===== config.mk =====
export PLATFORM = sky130hd
export DESIGN_NAME = phase_sequencer_flat
export DESIGN_NICKNAME = d
export VERILOG_FILES = /design/src/rtl/phase_sequencer_pkg.sv /design/src/rtl/phase_sequencer_if.sv /design/src/rtl/phase_sequencer_timer.sv /design/src/rtl/phase_sequencer.sv /design/src/flat_wrapper.sv
export SDC_FILE = /design/constraint.sdc
export NUM_CORES = 1
export LEC_CHECK = 0
export CORE_MARGIN = 2
export CORE_UTILIZATION = 45
export CTS_BUF_LIST = sky130_fd_sc_hd__clkbuf_4 sky130_fd_sc_hd__clkbuf_8 sky130_fd_sc_hd__clkbuf_16
export DETAILED_ROUTE_END_ITERATION = 6
export PLACE_DENSITY_LB_ADDON = 0.05
export SLEW_MARGIN = 20
export SYNTH_ARGS = -nofsm -noshare
export SYNTH_HDL_FRONTEND = slang
export SYNTH_SLANG_ARGS = --single-unit
export TNS_END_PERCENT = 1

===== constraint.sdc =====
create_clock -name clk -period 1.6 [get_ports clk]
set_input_delay 0.48 -clock clk [delete_from_list [all_inputs] [get_ports clk]]
set_output_delay 0.48 -clock clk [all_outputs]
set_load 0.05 [all_outputs]

===== src/rtl/phase_sequencer_pkg.sv =====
`default_nettype none
// ============================================================================
// Module      : phase_sequencer_pkg
// Description : State encoding shared by the phase sequencer, its timer and
//               anything that decodes current_state.
// Revision    : 1.0 - initial release
// ============================================================================
package phase_sequencer_pkg;

    localparam int STATE_W = 4;

    typedef logic [STATE_W-1:0] state_t;

    // Phase codes 4'h1..N_PHASES sit between IDLE and DONE and are not
    // enumerated because their count is a parameter of the sequencer.
    typedef enum logic [STATE_W-1:0] {
        ST_IDLE       = 4'h0,
        ST_PHASE_BASE = 4'h1,
        ST_DONE       = 4'hE,
        ST_FAULT      = 4'hF
    } state_e;

    function automatic logic is_phase(input state_t s, input int n_phases);
        return (s >= ST_PHASE_BASE) && (int'(s) <= n_phases);
    endfunction

endpackage
`default_nettype wire


===== src/rtl/phase_sequencer_if.sv =====
`default_nettype none
// ============================================================================
// Module      : phase_sequencer_if
// Description : Control/status bundle between a controller and the sequencer.
// Revision    : 1.0 - initial release
// ============================================================================
interface phase_sequencer_if #(
    parameter int CNT_W = 8
);
    import phase_sequencer_pkg::*;

    logic             start;
    logic             pause;
    logic             abort;
    logic             phase_ack;
    logic [CNT_W-1:0] dwell_len;
    state_t           current_state;
    logic             phase_req;
    logic             busy;
    logic             done;
    logic             fault;

    modport master (
        output start, pause, abort, phase_ack, dwell_len,
        input  current_state, phase_req, busy, done, fault
    );

    modport slave (
        input  start, pause, abort, phase_ack, dwell_len,
        output current_state, phase_req, busy, done, fault
    );

endinterface
`default_nettype wire


===== src/rtl/phase_sequencer_timer.sv =====
`default_nettype none
// ============================================================================
// Module      : phase_timer
// Description : Per-phase cycle counter, latched dwell and sticky ack flag;
//               reports dwell satisfied, ack observed and watchdog expiry.
// Revision    : 1.0 - initial release
// ============================================================================
module phase_timer #(
    parameter int CNT_W   = 8,
    parameter int TIMEOUT = 10
) (
    input  wire logic             clk,
    input  wire logic             rst,
    input  wire logic             i_clear,
    input  wire logic             i_load,
    input  wire logic             i_enable,
    input  wire logic             i_phase_ack,
    input  wire logic [CNT_W-1:0] i_dwell_len,
    output logic                  o_dwell_met,
    output logic                  o_ack_ok,
    output logic                  o_timeout
);

    localparam logic [CNT_W-1:0] c_cnt_max      = '1;
    localparam logic [CNT_W-1:0] c_timeout_last = CNT_W'(TIMEOUT - 1);

    logic [CNT_W-1:0] r_cnt;
    logic [CNT_W-1:0] r_dwell_q;
    logic             r_ack_seen;

    always_ff @(posedge clk) begin
        if (rst || i_clear) begin
            r_cnt      <= '0;
            r_dwell_q  <= '0;
            r_ack_seen <= 1'b0;
        end else if (i_load) begin
            r_cnt      <= '0;
            r_dwell_q  <= i_dwell_len;
            r_ack_seen <= 1'b0;
        end else if (i_enable) begin
            if (r_cnt != c_cnt_max) begin
                r_cnt <= r_cnt + 1'b1;
            end
            if (i_phase_ack) begin
                r_ack_seen <= 1'b1;
            end
        end
    end

    // The live ack counts in its own cycle so an early ack costs no extra cycle.
    assign o_dwell_met = (r_cnt >= r_dwell_q);
    assign o_ack_ok    = r_ack_seen | i_phase_ack;
    assign o_timeout   = (r_cnt == c_timeout_last);

endmodule
`default_nettype wire


===== src/rtl/phase_sequencer.sv =====
`default_nettype none
// ============================================================================
// Module      : phase_sequencer
// Description : Sequences N_PHASES req/ack phases with minimum dwell and a
//               per-phase watchdog; start/pause/abort control, busy/done/fault.
// Revision    : 1.0 - initial release
// ============================================================================
module phase_sequencer
    import phase_sequencer_pkg::*;
#(
    parameter int N_PHASES = 3,
    parameter int CNT_W    = 8,
    parameter int TIMEOUT  = 10
) (
    input  wire logic          clk,
    input  wire logic          reset,
    phase_sequencer_if.slave   bus
);

    localparam state_t c_last_phase = state_t'(N_PHASES);

    state_t r_state;

    logic w_in_phase;
    logic w_active;
    logic w_dwell_met;
    logic w_ack_ok;
    logic w_timeout;
    logic w_advance;
    logic w_enter_phase;

    assign w_in_phase    = is_phase(r_state, N_PHASES);
    assign w_active      = w_in_phase & ~bus.pause & ~bus.abort;
    assign w_advance     = w_active & w_dwell_met & w_ack_ok;
    assign w_enter_phase = ((r_state == ST_IDLE) & bus.start & ~bus.abort) |
                           (w_advance & (r_state != c_last_phase));

    phase_timer #(
        .CNT_W   (CNT_W),
        .TIMEOUT (TIMEOUT)
    ) u_timer (
        .clk         (clk),
        .rst         (reset),
        .i_clear     (bus.abort),
        .i_load      (w_enter_phase),
        .i_enable    (w_active),
        .i_phase_ack (bus.phase_ack),
        .i_dwell_len (bus.dwell_len),
        .o_dwell_met (w_dwell_met),
        .o_ack_ok    (w_ack_ok),
        .o_timeout   (w_timeout)
    );

    always_ff @(posedge clk) begin
        if (reset || bus.abort) begin
            r_state <= ST_IDLE;
        end else begin
            case (r_state)
                ST_IDLE: begin
                    if (bus.start) begin
                        r_state <= ST_PHASE_BASE;
                    end
                end
                ST_DONE:  r_state <= ST_IDLE;
                ST_FAULT: r_state <= ST_FAULT;
                default: begin
                    // Unused codes fall back to IDLE; advance beats the watchdog.
                    if (!w_in_phase) begin
                        r_state <= ST_IDLE;
                    end else if (w_advance) begin
                        r_state <= (r_state == c_last_phase) ? state_t'(ST_DONE)
                                                             : r_state + 1'b1;
                    end else if (w_active && w_timeout) begin
                        r_state <= ST_FAULT;
                    end
                end
            endcase
        end
    end

    assign bus.current_state = r_state;
    assign bus.busy          = w_in_phase;
    assign bus.phase_req     = w_in_phase & ~bus.pause;
    assign bus.done          = (r_state == ST_DONE);
    assign bus.fault         = (r_state == ST_FAULT);

endmodule
`default_nettype wire


===== src/flat_wrapper.sv =====
// flat-port wrapper written by rule: the top's interface ports become plain ports
module phase_sequencer_flat import phase_sequencer_pkg::*;
#(
    parameter int N_PHASES = 3,
    parameter int CNT_W    = 8,
    parameter int TIMEOUT  = 10
)
  (clk, reset, bus_start, bus_pause, bus_abort, bus_phase_ack, bus_dwell_len, bus_current_state, bus_phase_req, bus_busy, bus_done, bus_fault);
  phase_sequencer_if #(.CNT_W(CNT_W)) bus_i ();
  input  wire logic clk;
  input  wire logic reset;
  input wire logic [$bits(bus_i.start)-1:0] bus_start;
  input wire logic [$bits(bus_i.pause)-1:0] bus_pause;
  input wire logic [$bits(bus_i.abort)-1:0] bus_abort;
  input wire logic [$bits(bus_i.phase_ack)-1:0] bus_phase_ack;
  input wire logic [$bits(bus_i.dwell_len)-1:0] bus_dwell_len;
  output wire logic [$bits(bus_i.current_state)-1:0] bus_current_state;
  output wire logic [$bits(bus_i.phase_req)-1:0] bus_phase_req;
  output wire logic [$bits(bus_i.busy)-1:0] bus_busy;
  output wire logic [$bits(bus_i.done)-1:0] bus_done;
  output wire logic [$bits(bus_i.fault)-1:0] bus_fault;
  assign bus_i.start = bus_start;
  assign bus_i.pause = bus_pause;
  assign bus_i.abort = bus_abort;
  assign bus_i.phase_ack = bus_phase_ack;
  assign bus_i.dwell_len = bus_dwell_len;
  assign bus_current_state = bus_i.current_state;
  assign bus_phase_req = bus_i.phase_req;
  assign bus_busy = bus_i.busy;
  assign bus_done = bus_i.done;
  assign bus_fault = bus_i.fault;
  phase_sequencer #(.N_PHASES(N_PHASES), .CNT_W(CNT_W), .TIMEOUT(TIMEOUT)) u_core (.clk(clk), .reset(reset), .bus(bus_i));
endmodule

## Yosys cells after proc, flatten, opt, wreduce, memory -nomap -nowiden

Cells that the tools add are included.

- Equal/unequal tests: 8
- Mux-type cells: 6
- Reductions and logical operators: 8
- Order comparisons: 3
- Add/subtract/negate cells: 2
- Bitwise gates (word level): 11

Operator list:

| cell | count |
|---|---|
| two-way mux 4 bit | 5 |
| one-hot mux 4 bit (3 select lines) | 1 |
| adder 8 x 1 -> 8 bit (second input constant) | 1 |
| equality test 4 bit (second input constant) | 2 |
| equality test 8 x 4 -> 1 bit (second input constant) | 1 |
| greater-or-equal comparator 8 bit | 1 |
| != test 8 bit (second input constant) | 1 |
| AND 1 bit | 7 |
| != test 6 bit (second input constant) | 1 |
| AND reduction 2 bit | 3 |
| adder 4 x 1 -> 4 bit (second input constant) | 1 |
| equality test 4 x 2 -> 1 bit (second input constant) | 1 |
| greater-or-equal comparator 4 x 1 -> 1 bit (second input constant) | 1 |
| less-or-equal comparator 4 x 2 -> 1 bit (second input constant) | 1 |
| logical NOT 4 bit | 1 |
| != test 4 x 2 -> 1 bit (second input constant) | 1 |
| logical AND 1 bit | 2 |
| != test 2 bit (second input constant) | 1 |
| NOT 1 bit | 2 |
| OR 1 bit | 2 |
| OR reduction 2 bit | 1 |
| logical OR 1 bit | 1 |

- Bits in registers: 21
- Bits of input ports: 14

## Depth between registers and ports, before layout

Gate-level depths: netlist of run 1.

- Depth in word-level cells: 9
- Depth in mapped cells: 8
- Mapped depth without buffers: 8

## Modules after synthesis

From an unflattened synthesis of run 1, not the netlist that was laid out.

- Cells, all modules: 158
- Area total of the unflattened synthesis: 1372.6 um^2

By module, submodules not included:

| module | sequential area each (um^2) | area each (um^2) | times used | cells an instance |
|---|---|---|---|---|
| phase_timer | 340.3 | 1003.5 | 1 | 110 |
| phase_sequencer | 80.1 | 369.1 | 1 | 48 |

## Least setup slack after synthesis of run 1

OpenSTA, ideal clock, no wires.

- Path type: register -> output
- From: reg u_core.r_state[0] (netlist: u_core.bus.current_state[0])
- To: out bus_phase_req
- Path buffers: 0
- Arrival: 1.957 ns
- Stages on the path, launching flop included: 6
- Required time: 1.120 ns
- Path slack: -0.837 ns
- Cells stage by stage: dfxtp_1 -> inv_1 -> ha_1 -> nand2b_1 -> nand2_1 -> nor2_1

- Longest elaborated chain between the ends: 3

Ends and longest elaborated chain:

| element | RTL line | RTL |
|---|---|---|
| start, declared | phase_sequencer.sv:22 | `state_t r_state;` |
| start signal, assigned | phase_sequencer.sv:71 | `r_state <= (r_state == c_last_phase) ? state_t'(ST_DONE)` |
| greater-or-equal comparator 4 x 1 -> 1 bit or less-or-equal comparator 4 x 2 -> 1 bit (tied branches) | phase_sequencer_pkg.sv:24 | `return (s >= ST_PHASE_BASE) && (int'(s) <= n_phases);` |
| logical AND 1 bit * | phase_sequencer_pkg.sv:24 |  |
| AND 1 bit * | phase_sequencer.sv:83 | `assign bus.phase_req = w_in_phase & ~bus.pause;` |
| end, declared | flat_wrapper.sv:18 | `output wire logic [$bits(bus_i.phase_req)-1:0] bus_phase_req;` |

Mark *: on every way between the ends. The rest lies on a longest branch, timed or not.

## Worst setup path in the final report of run 1

- From: reg u_core.r_state[1] (netlist: u_core.bus.current_state[1])
- To: out bus_busy

- Longest elaborated chain between the ends: 2

Ends and longest elaborated chain:

| element | RTL line | RTL |
|---|---|---|
| greater-or-equal comparator 4 x 1 -> 1 bit or less-or-equal comparator 4 x 2 -> 1 bit (tied branches) | phase_sequencer_pkg.sv:24 |  |
| logical AND 1 bit * | phase_sequencer_pkg.sv:24 |  |
| end, declared | flat_wrapper.sv:19 | `output wire logic [$bits(bus_i.busy)-1:0] bus_busy;` |

Marked as above.

==> run metrics, run 1 <==
most common cell in the netlist nor2_1; Leakage 0.802 nW; area of the multi-input gates roughly 950 sq um; proportion of synthesized flip-flops having asynchronous set or reset 0%; Syn-to-layout area delta 53.6%; Synth cell types 39; Ant. Diodes 0; worst r2r path cells 8; clock transition at the registers of the reported paths 0.11 ns; Die W 58.1 microns; Mapped Cells 148; synth warn 0; setup_tns -4.13 ns; Storage cell area roughly 440 sq um; final worst setup slack -0.306 ns; Critical Path RT roughly 1.1 ns; GPL Wtd Cong 0.799; vias in the first global route 1,223; total number of vias about 1,200; Starting Density 47.8%; initial antenna violation count 0; Setup crit end bus_busy; area leader, netlist dfxtp_1; Reg2Reg Setup Slack -0.22 ns; Max Cap Viol 0; top post-synthesis cells by area dfxtp_1 (32%), ha_1 (14%), nor2_1 (6.8%); number of synthesized flops with an enable pin 0; Post-DP Area about 0.0019 sq mm; Worst Path Arrival 1.43 ns; post-route ant nets 0; Critical Path Start Type flip-flop; failing checks setup timing; GRT overflow 0; FILL cells 201; Seq cells post-synth 21; end of the worst register-to-register path u_core.bus.current_state[1]; achievable frequency around 0.52 GHz; Slew @ Worst Pin around 0.32 ns; VDD IR-drop max 0.616 mV; R2R Path Start u_core.u_timer.r_dwell_q[2]; sequential cell area fraction in the yosys report 31.9%; Tmin final around 1.9 ns; fin. max-slew vios 0; Inserted Clock Buffers 3; Ports 22; RSZ-0062 raised after global routing yes; CP Class reg -> out; Core ar. ~0.0028 sq mm; Util after Layout ~73%; Clock Latency Late Sink 0.31 ns; WL final 3150 microns; layout cells sized above 1 40.0%; first-pass GRT wire length 5220 microns; die area 0.00338 sq mm; H-tree levels 1; Post-Place Cells 223; DRT iter0 DRCs 32; CTS Sinks 21; critical path endpoint category primary output; final period utilization 119%; worst-path fanout max 4; nets@finish 230; fin area 0.00202 sq mm; Slew HR between 70% and 80%; HPWL Detailed 2560 microns; Hold Fails Final Rpt 0; HP Class reg -> reg; die span in y 58.1 microns; top post-synthesis cells by count nor2_1 (24), dfxtp_1 (21), ha_1 (15), inv_1 (13), a21oi_1 (10); vias per cell 5.37; Yosys top cell area share 31.9%; iteration count of the initial detailed-routing pass 4; Final Skew slightly below 0.004 ns; Non-Filler Instances 231; Fin Hold WS 0.489 ns; Longest Clk Path Bufs 2; HP Start u_core.u_timer.r_ack_seen; dpl ws -0.544 ns; outcome finished with violations; CTS tree built; Netlist Area Pre-Place 0.00132 sq mm; # DRC 0; final setup fails 25; Mean Syn Cell Area 8.90 sq um; ys flop type dfxtp_1; Cell Pwr Density 632 mW/mm^2; Root Buffer Master clkbuf_4; syn nets 177; Power Total 1.28 mW; buffers added on ports 21; largest net degree at the start of global routing 12; gr usage total 20.2%; crit path from u_core.bus.current_state[1]; row cnt 19; routed len/inst approximately 14 microns
==> area by class of cell <==
cell class	count	area share, %
clock buffer	4	1.48
timing repair buffer	49	25.3
tap	31	1.92
multi-input combinational	113	46.8
sequential	21	21.5
inverter	13	3.03
==> per-layer routing <==
layer  vias up  track usage [%]  share of wire, %
met4         0             8.31               1.5
li1        622                -                 -
met5         -                0                 0
met2        27             38.6                55
met1       587             21.6                39
met3         5             3.35               3.7
==> flip-flops by register name, summed over array words and instances (netlist names) <==
| register | cells |
|---|---|
| u_core.bus.current_state | 4 |
| u_core.u_timer.r_cnt | 8 |
| u_core.u_timer.r_ack_seen | 1 |
| u_core.u_timer.r_dwell_q | 8 |
==> cell usage in the layout, fill, tap and decap left out, types with 4 or more instances in the layout <==
master	instances
a21oi_1	7
buf_12	9
buf_4	27
clkbuf_4	4
clkdlybuf4s50_1	12
dfxtp_1	13
dfxtp_2	6
ha_1	11
inv_1	9
mux2i_1	8
nand2_1	5
nand4_1	4
nor2_1	23
xor2_1	5
==> cells by family after synthesis <==
| group | Yosys count | share of synthesized area [%] |
|---|---|---|
| flops | 21 | 31.9 |
| compound gates | 24 | 14.0 |
| fa+ha+maj | 15 | 14.2 |
| simple gates | 59 | 25.2 |
| buf+inv | 14 | 3.99 |
| mux | 8 | 6.08 |
| xor+xnor | 7 | 4.65 |
==> worst max-delay path: stages (launching register included) <==
cell and delay (ns):
dfxtp_4 0.40, inv_4 0.05, ha_4 0.15, nand2b_4 0.15
nand2_4 0.09, clkinvlp_4 0.11, buf_12 0.15
==> power breakdown <==
group / internal (mW) / switching [mW] / total [mW] / leakage, nW
combinational: 0.229 / 0.220 / 0.449 / 0.609
clock: 0.115 / 0.163 / 0.278 / 0.0184
sequential: 0.536 / 0.0162 / 0.552 / 0.174
total: 0.879 / 0.400 / 1.28 / 0.802
==> repair_timing <==
action,in CTS,in global routing
buffers inserted,4,0
setup endpoints to repair,25,25
pin swaps,4,0
gates resized for setup,8,2
hold buffers,0,0
==> how the worst min path moves through the flow <==
stage                                      to  slack, ns  cells past startpoint
floorplan           u_core.u_timer.r_ack_seen       0.44                      2
global route        u_core.u_timer.r_ack_seen       0.51                      2
detailed placement  u_core.u_timer.r_ack_seen       0.47                      2
global placement    u_core.u_timer.r_ack_seen       0.46                      2
CTS                 u_core.u_timer.r_ack_seen       0.50                      2
finish              u_core.u_timer.r_ack_seen       0.49                      2
No activity file was read; power rests on OpenSTA's default activity.
==> run 2, diff against run 1 <==
Settings changed: CORE_MARGIN 2 to 5, CORE_UTILIZATION 45 to 40.
==> run 2 against run 1 <==
  * The flow still finishes with violations (setup timing)
  * Clock skew is essentially flat
  * Final cell count rose by 7.4%
  * First-iteration DRC count increased by 88%
  * Critical path type unchanged
  * Critical endpoint unchanged
  * Largest cell class unchanged
  * Largest power group unchanged
==> run metrics, run 2 (synthesized netlist as in run 1, its figures left out) <==
DRT iter0 DRCs 60 (+88%); Die W 67.4 microns (+16%); Reg2Reg Setup Slack -0.18 ns (+0.04 ns); Starting Density 42.5% (-5.3 points); max incr delay on CP 0.39 ns (about the same); buffers added on ports 21 (unchanged); Worst Path Arrival 1.40 ns (-0.03 ns); HP Start u_core.u_timer.r_ack_seen; post-route ant nets 0 (unchanged); GPL Wtd Cong 0.837 (+4.8%); H-tree levels 1 (unchanged); crit path from u_core.bus.current_state[1]; final setup fails 25 (unchanged); most frequent cells in the layout buf_4 (32), nor2_1 (22), dfxtp_1 (14), ha_1 (13), clkdlybuf4s50_1 (12); vias in the first global route 1,245 (+1.8%); Critical Path Start Type flip-flop; # DRC 0 (unchanged); row cnt 20 (+1); largest net degree at the start of global routing 12 (unchanged); WL final 3300 microns (+4.6%); GRT overflow 0 (unchanged); Hold Fails Final Rpt 0 (unchanged); HP Class reg -> reg; Final Skew 0.00424 ns (+0.000329 ns); R2R Path Start u_core.bus.current_state[0]; Buf+Inv Stages, Crit Path 3 (unchanged); first-pass GRT wire length 5580 microns (+7.0%); Ant. Diodes 0 (unchanged); achievable frequency 0.533 GHz (+1.5%); vias per cell 5.01 (-6.7%); worst r2r path cells 9 (+1); Longest Clk Path Bufs 2 (unchanged); Critical Path RT 1.12 ns (about the same); layout cells sized above 1 42.2% (+2.2 points); Core ar. 0.00310 sq mm (+13%); initial antenna violation count 0 (unchanged); Inserted Clock Buffers 3 (unchanged); Cell Pwr Density 625 mW/mm^2 (-1.1%); fin. max-slew vios 0 (unchanged); die area 0.00454 sq mm (+34%); final worst setup slack -0.278 ns (+0.0280 ns); Tmin final 1.88 ns (-0.0280 ns); CTS Sinks 21 (unchanged); nets@finish 234 (+1.7%); Power Total 1.30 mW (+1.4%); end of the worst register-to-register path u_core.u_timer.r_dwell_q[3]; ordered list of cells on the worst path inv_4 > ha_4 > nand2b_4 > nand2_4 > clkinvlp_4 > buf_12; routed len/inst 13.3 microns (-2.6%); RSZ-0062 raised after global routing yes; Non-Filler Instances 248 (+7.4%); final period utilization 117% (-1.7 points); Syn-to-layout area delta 57.5%; Slew @ Worst Pin 0.346 ns (+0.0286 ns); critical path endpoint category primary output; iteration count of the initial detailed-routing pass 4 (unchanged); gr usage total 15.9% (-4.3 points); HPWL Detailed 2620 microns (+2.3%); VDD IR-drop max 0.342 mV (-45%); CTS tree built; Post-Place Cells 239 (+7.2%); CP max stage cell dfxtp_4; Root Buffer Master clkbuf_4; commonest non-fill, non-tap cell in the layout buf_4; die span in y 67.4 microns (+16%); CP Class reg -> out; worst-path fanout max 4 (unchanged); outcome finished with violations; Max Cap Viol 0 (unchanged); Slew HR 76.9% (-1.9 points); WP depth 6 (unchanged); total number of vias 1,243 (+0.16%); Setup crit end bus_busy; Leakage 0.826 nW (+3.1%); Util after Layout 66.9% (-6.5 points); Ports 22 (unchanged); Largest delay share family, worst path flip-flops; failing checks setup timing; Clock Latency Late Sink 0.31 ns (about the same); clock transition at the registers of the reported paths 0.12 ns (about the same)
[run 2: power by group]
part           total, mW  switching, mW  internal, mW
clock network      0.284          0.169         0.114
registers          0.552         0.0160         0.536
logic              0.461          0.228         0.233
[run 2: area by class of cell]
class	instances	area (sq um)
Clock buffer	4	30.0
Multi-Input combinational cell	113	965
Inverter	13	61.3
Fill cell	271	1030
Tap cell	44	55.1
Sequential cell	21	434
Timing Repair Buffer	53	529
[run 2: worst min-delay path by stage]
stage | to | slack [ns] | cells past startpoint
after floorplan | u_core.u_timer.r_ack_seen | 0.44 | 2
after global placement | u_core.u_timer.r_ack_seen | 0.45 | 2
after detailed placement | u_core.u_timer.r_ack_seen | 0.47 | 2
after CTS | u_core.u_timer.r_ack_seen | 0.51 | 2
after global routing | u_core.u_timer.r_ack_seen | 0.55 | 2
final | u_core.u_timer.r_ack_seen | 0.51 | 2
[run 2: tightest hold or removal path, stage by stage (launching register included)]
cell and delay (ns):
dfxtp_1 0.35, nor2_1 0.05, nor2_1 0.08
[run 2: per-stage QoR]
stage                     instance area [sq um]  setup WS (ns)  TNS [ns]  hold slack, ns
after CTS                                  2040         -0.280     -4.29           0.511
after detailed placement                   1960         -0.542    -10.62           0.468
final                                      2070         -0.278     -4.48           0.510
after global placement                     1960         -0.454     -9.28           0.454
after floorplan                            1410        -0.0401    -0.468           0.442
after global routing                       2070         -0.336     -6.42           0.552
[run 2: what timing repair did]
action / CTS / global route
gates resized for setup: 7 / 6
pin swaps: 9 / 1
setup endpoints to repair: 25 / 26
hold buffers: 0 / 0
setup buffers: 5 / 0
[run 2: metal layers]
metal	vias up	global-route usage [%]	wire, microns	share of wire, %
met4	0	4.56	40	1.2
li1	631	-	-	-
met2	36	26.0	1550	47
met5	-	0	0	0
met3	5	2.50	181	5.5
met1	571	21.5	1520	46
==> run 3, diff against run 2 <==
Settings changed: ABC_AREA set to 1.
==> run 3 against run 2 <==
  * The flow still finishes with violations (setup timing)
  * Count of clock-buffer cells in the layout is the same
  * Area after synthesis is 4.9% higher
  * Utilization is 2.8 points lower
  * Largest cell class unchanged
  * Final area up 3.0%
  * Critical endpoint is now bus_phase_req
  * Final cell count grew 20%
  * Global-route usage is 0.72 points lower
  * Non-clock buffer count increased by 1
  * Sequential share of layout area is 0.61 points lower
==> run metrics, run 3 <==
Critical Path RT 1.12 ns (about the same); HP Start u_core.u_timer.r_ack_seen; most frequent cells in the layout nand2_1 (40), nor2_1 (34), buf_4 (29), inv_1 (20), dfxtp_1 (14); sequential cell area fraction in the yosys report 30.4% (-1.5 points); syn nets 224 (+27%); Starting Density 41.4% (-1.0 points); Power Total 1.31 mW (+0.64%); critical path endpoint category primary output; Leakage 0.959 nW (+16%); crit path from bus_pause; Max Cap Viol 0 (unchanged); H-tree levels 1 (unchanged); max incr delay on CP 0.58 ns (+0.19 ns); outcome finished with violations; routed len/inst 11.2 microns (-16%); WL final 3320 microns (+0.70%); HPWL Detailed 2690 microns (+2.8%); CTS tree built; # DRC 0 (unchanged); Longest Clk Path Bufs 2 (unchanged); total number of vias 1,397 (+12%); Cell Pwr Density 611 mW/mm^2 (-2.3%); row cnt 21 (+5.0%); initial antenna violation count 0 (unchanged); ys flop type dfxtp_1; commonest non-fill, non-tap cell in the layout nand2_1; worst-path fanout max 2 (-2); top post-synthesis cells by count nand2_1 (43), nor2_1 (35), inv_1 (23), dfxtp_1 (21), ha_1 (15); setup_tns -3.18 ns (+1.30 ns); RSZ-0062 raised after global routing yes; HP Class reg -> reg; Seq cells post-synth 21 (unchanged); Synth cell types 26 (-33%); Clk pwr share 20.4% (-1.5 points); achievable frequency 0.540 GHz (+1.4%); P_int 0.884 mW (about the same); ordered list of cells on the worst path clkdlybuf4s50_1 > nor2_8 > buf_6 > buf_12; Buf+Inv Stages, Crit Path 3 (unchanged); sw frac 32.3% (+0.37 points); Mean Syn Cell Area 7.09 sq um (-20%); DRT iter0 DRCs 27 (-55%); final period utilization 116% (-1.6 points); proportion of synthesized flip-flops having asynchronous set or reset 0% (unchanged); Die W 68.8 microns (+2.1%); synth warn 0 (unchanged); final worst setup slack -0.252 ns (+0.0259 ns); Mapped Cells 195 (+32%); nets@finish 281 (+20%); Comb power frac 37.2% (+1.6 points); CP max stage cell clkdlybuf4s50_1; top post-synthesis cells by area dfxtp_1 (30%), ha_1 (14%), nand2_1 (12%); Ports 22 (unchanged); Sw Pwr 0.421 mW (+1.8%); Worst Path Arrival 1.37 ns (-0.03 ns); clock transition at the registers of the reported paths 0.12 ns (about the same); number of synthesized flops with an enable pin 0 (unchanged); Hold-fix buffers, CTS 0 (unchanged); Slew HR 85.0% (+8.2 points); Inserted Clock Buffers 3 (unchanged); gr usage total 15.2% (-0.72 points); Slew @ Worst Pin 0.224 ns (-0.122 ns); R2R Path Start u_core.bus.current_state[0]; final setup fails 25 (unchanged); CTS Sinks 21 (unchanged); fin area 0.00214 sq mm (+3.0%); Yosys top cell area share 30.4% (-1.5 points); vias in the first global route 1,377 (+11%); most common cell in the netlist nand2_1; area leader, netlist dfxtp_1; Largest delay share family, worst path buffers and inverters; vias per cell 4.70 (-6.2%); Netlist Area Pre-Place 0.00138 sq mm (+4.9%); first-pass GRT wire length 5620 microns (+0.61%); largest net degree at the start of global routing 12 (unchanged); Clock Latency Late Sink 0.29 ns (-0.02 ns); Final Skew 0.00868 ns (+0.00444 ns); Ant. Diodes 0 (unchanged); iteration count of the initial detailed-routing pass 4 (unchanged); VDD IR-drop max 0.443 mV (+29%); Hold Fails Final Rpt 0 (unchanged); fin. max-slew vios 0 (unchanged); Root Buffer Master clkbuf_4; Tmin final 1.85 ns (-0.0259 ns); Reg power frac 42.4% (-0.2 points); CP Class in -> out; Syn-to-layout area delta 54.6%; Fin Hold WS 0.497 ns (-0.0132 ns); GPL Wtd Cong 0.843 (+0.66%); layout cells sized above 1 33.1% (-9.1 points); die span in y 68.8 microns (+2.1%); buffers added on ports 21 (unchanged); die area 0.00473 sq mm (+4.2%); failing checks setup timing; Critical Path Start Type input port; GRT overflow 0 (unchanged); Post-DP Area 0.00200 sq mm (+2.2%); Reg2Reg Setup Slack -0.14 ns (+0.04 ns); post-route ant nets 0 (unchanged); Core ar. 0.00334 sq mm (+7.5%)
-- run 3: cell types whose count changed after synthesis, sizes merged, moves of 3 or more --
cell,change
xor2,-4
o21ai,+5
nor2,+14
nor3b,-3
nand2,+41
and3,-3
inv,+15
mux2i,-8
-- run 3: power groups by stage --
stage,Combinational [mW],Sequential (mW),Clock [mW]
after global placement,0.434,0.564,0
after detailed placement,0.445,0.564,0
after global routing,0.524,0.557,0.296
after floorplan,0.225,0.581,0
after CTS,0.482,0.554,0.273
final,0.485,0.554,0.266
-- run 3: repair_timing --
item,4_1_cts,5_1_grt
gates resized for setup,18,5
setup buffers,3,0
pin swaps,10,0
endpoints found under the setup margin,25,25
-- run 3: cells by family (layout without fill, tap and decap cells) --
kind of cell / after synthesis / after routing / share of synthesized area, %
AND/OR/NAND/NOR: 101 / 101 / 35.5
AO/OA/AOI/OAI: 22 / 22 / 8.60
buffers and inverters: 31 / 87 / 8.78
adder cells (fa/ha/maj): 15 / 15 / 13.6
XOR/XNOR: 5 / 5 / 3.17
flip-flops: 21 / 21 / 30.4
-- run 3: stage by stage --
step	utilization [%]	setup WS, ns	cells
finish	64.0	-0.252	297
CTS	63.6	-0.244	297
detailed placement	60.0	-0.352	290
global route	64.0	-0.309	297
floorplan	-	-0.273	195
global placement	60.0	-0.321	290
-- run 3: metal layers --
layer  vias to the layer above  wire (microns)  GRT usage, %
met4                         0              17          2.92
met5                         -               0             0
met3                         2             155          2.59
li1                        721               -             -
met1                       641            1430          17.9
met2                        33            1720          28.6
-- run 3: area by class of cell --
cell class                 count  area, sq um
fill                         323         1200
multi-input combinational    143          927
timing repair buffer          54          562
sequential                    21          434
inverter                      29          126
tap                           46         57.6
clock buffer                   4         30.0
-- run 3: worst reg2reg max path, stage by stage, from the launching register on --
cell and delay [ns]:
dfxtp_4 0.41, inv_4 0.05, ha_4 0.15, nand2_2 0.07, nand2_4 0.07, nor2_8 0.09
buf_4 0.12, nand2_4 0.07, nor2_4 0.11, nand3_2 0.11, nand2_4 0.15, inv_8 0.07
nor2_1 0.10, nor2_1 0.06
-- run 3: worst paths after layout --
path | cells after the start | end
hold reg to reg | 2 | u_core.u_timer.r_ack_seen
hold / removal | 2 | u_core.u_timer.r_ack_seen
setup / recovery | 4 | bus_phase_req
setup reg to reg | 13 | u_core.u_timer.r_dwell_q[6]
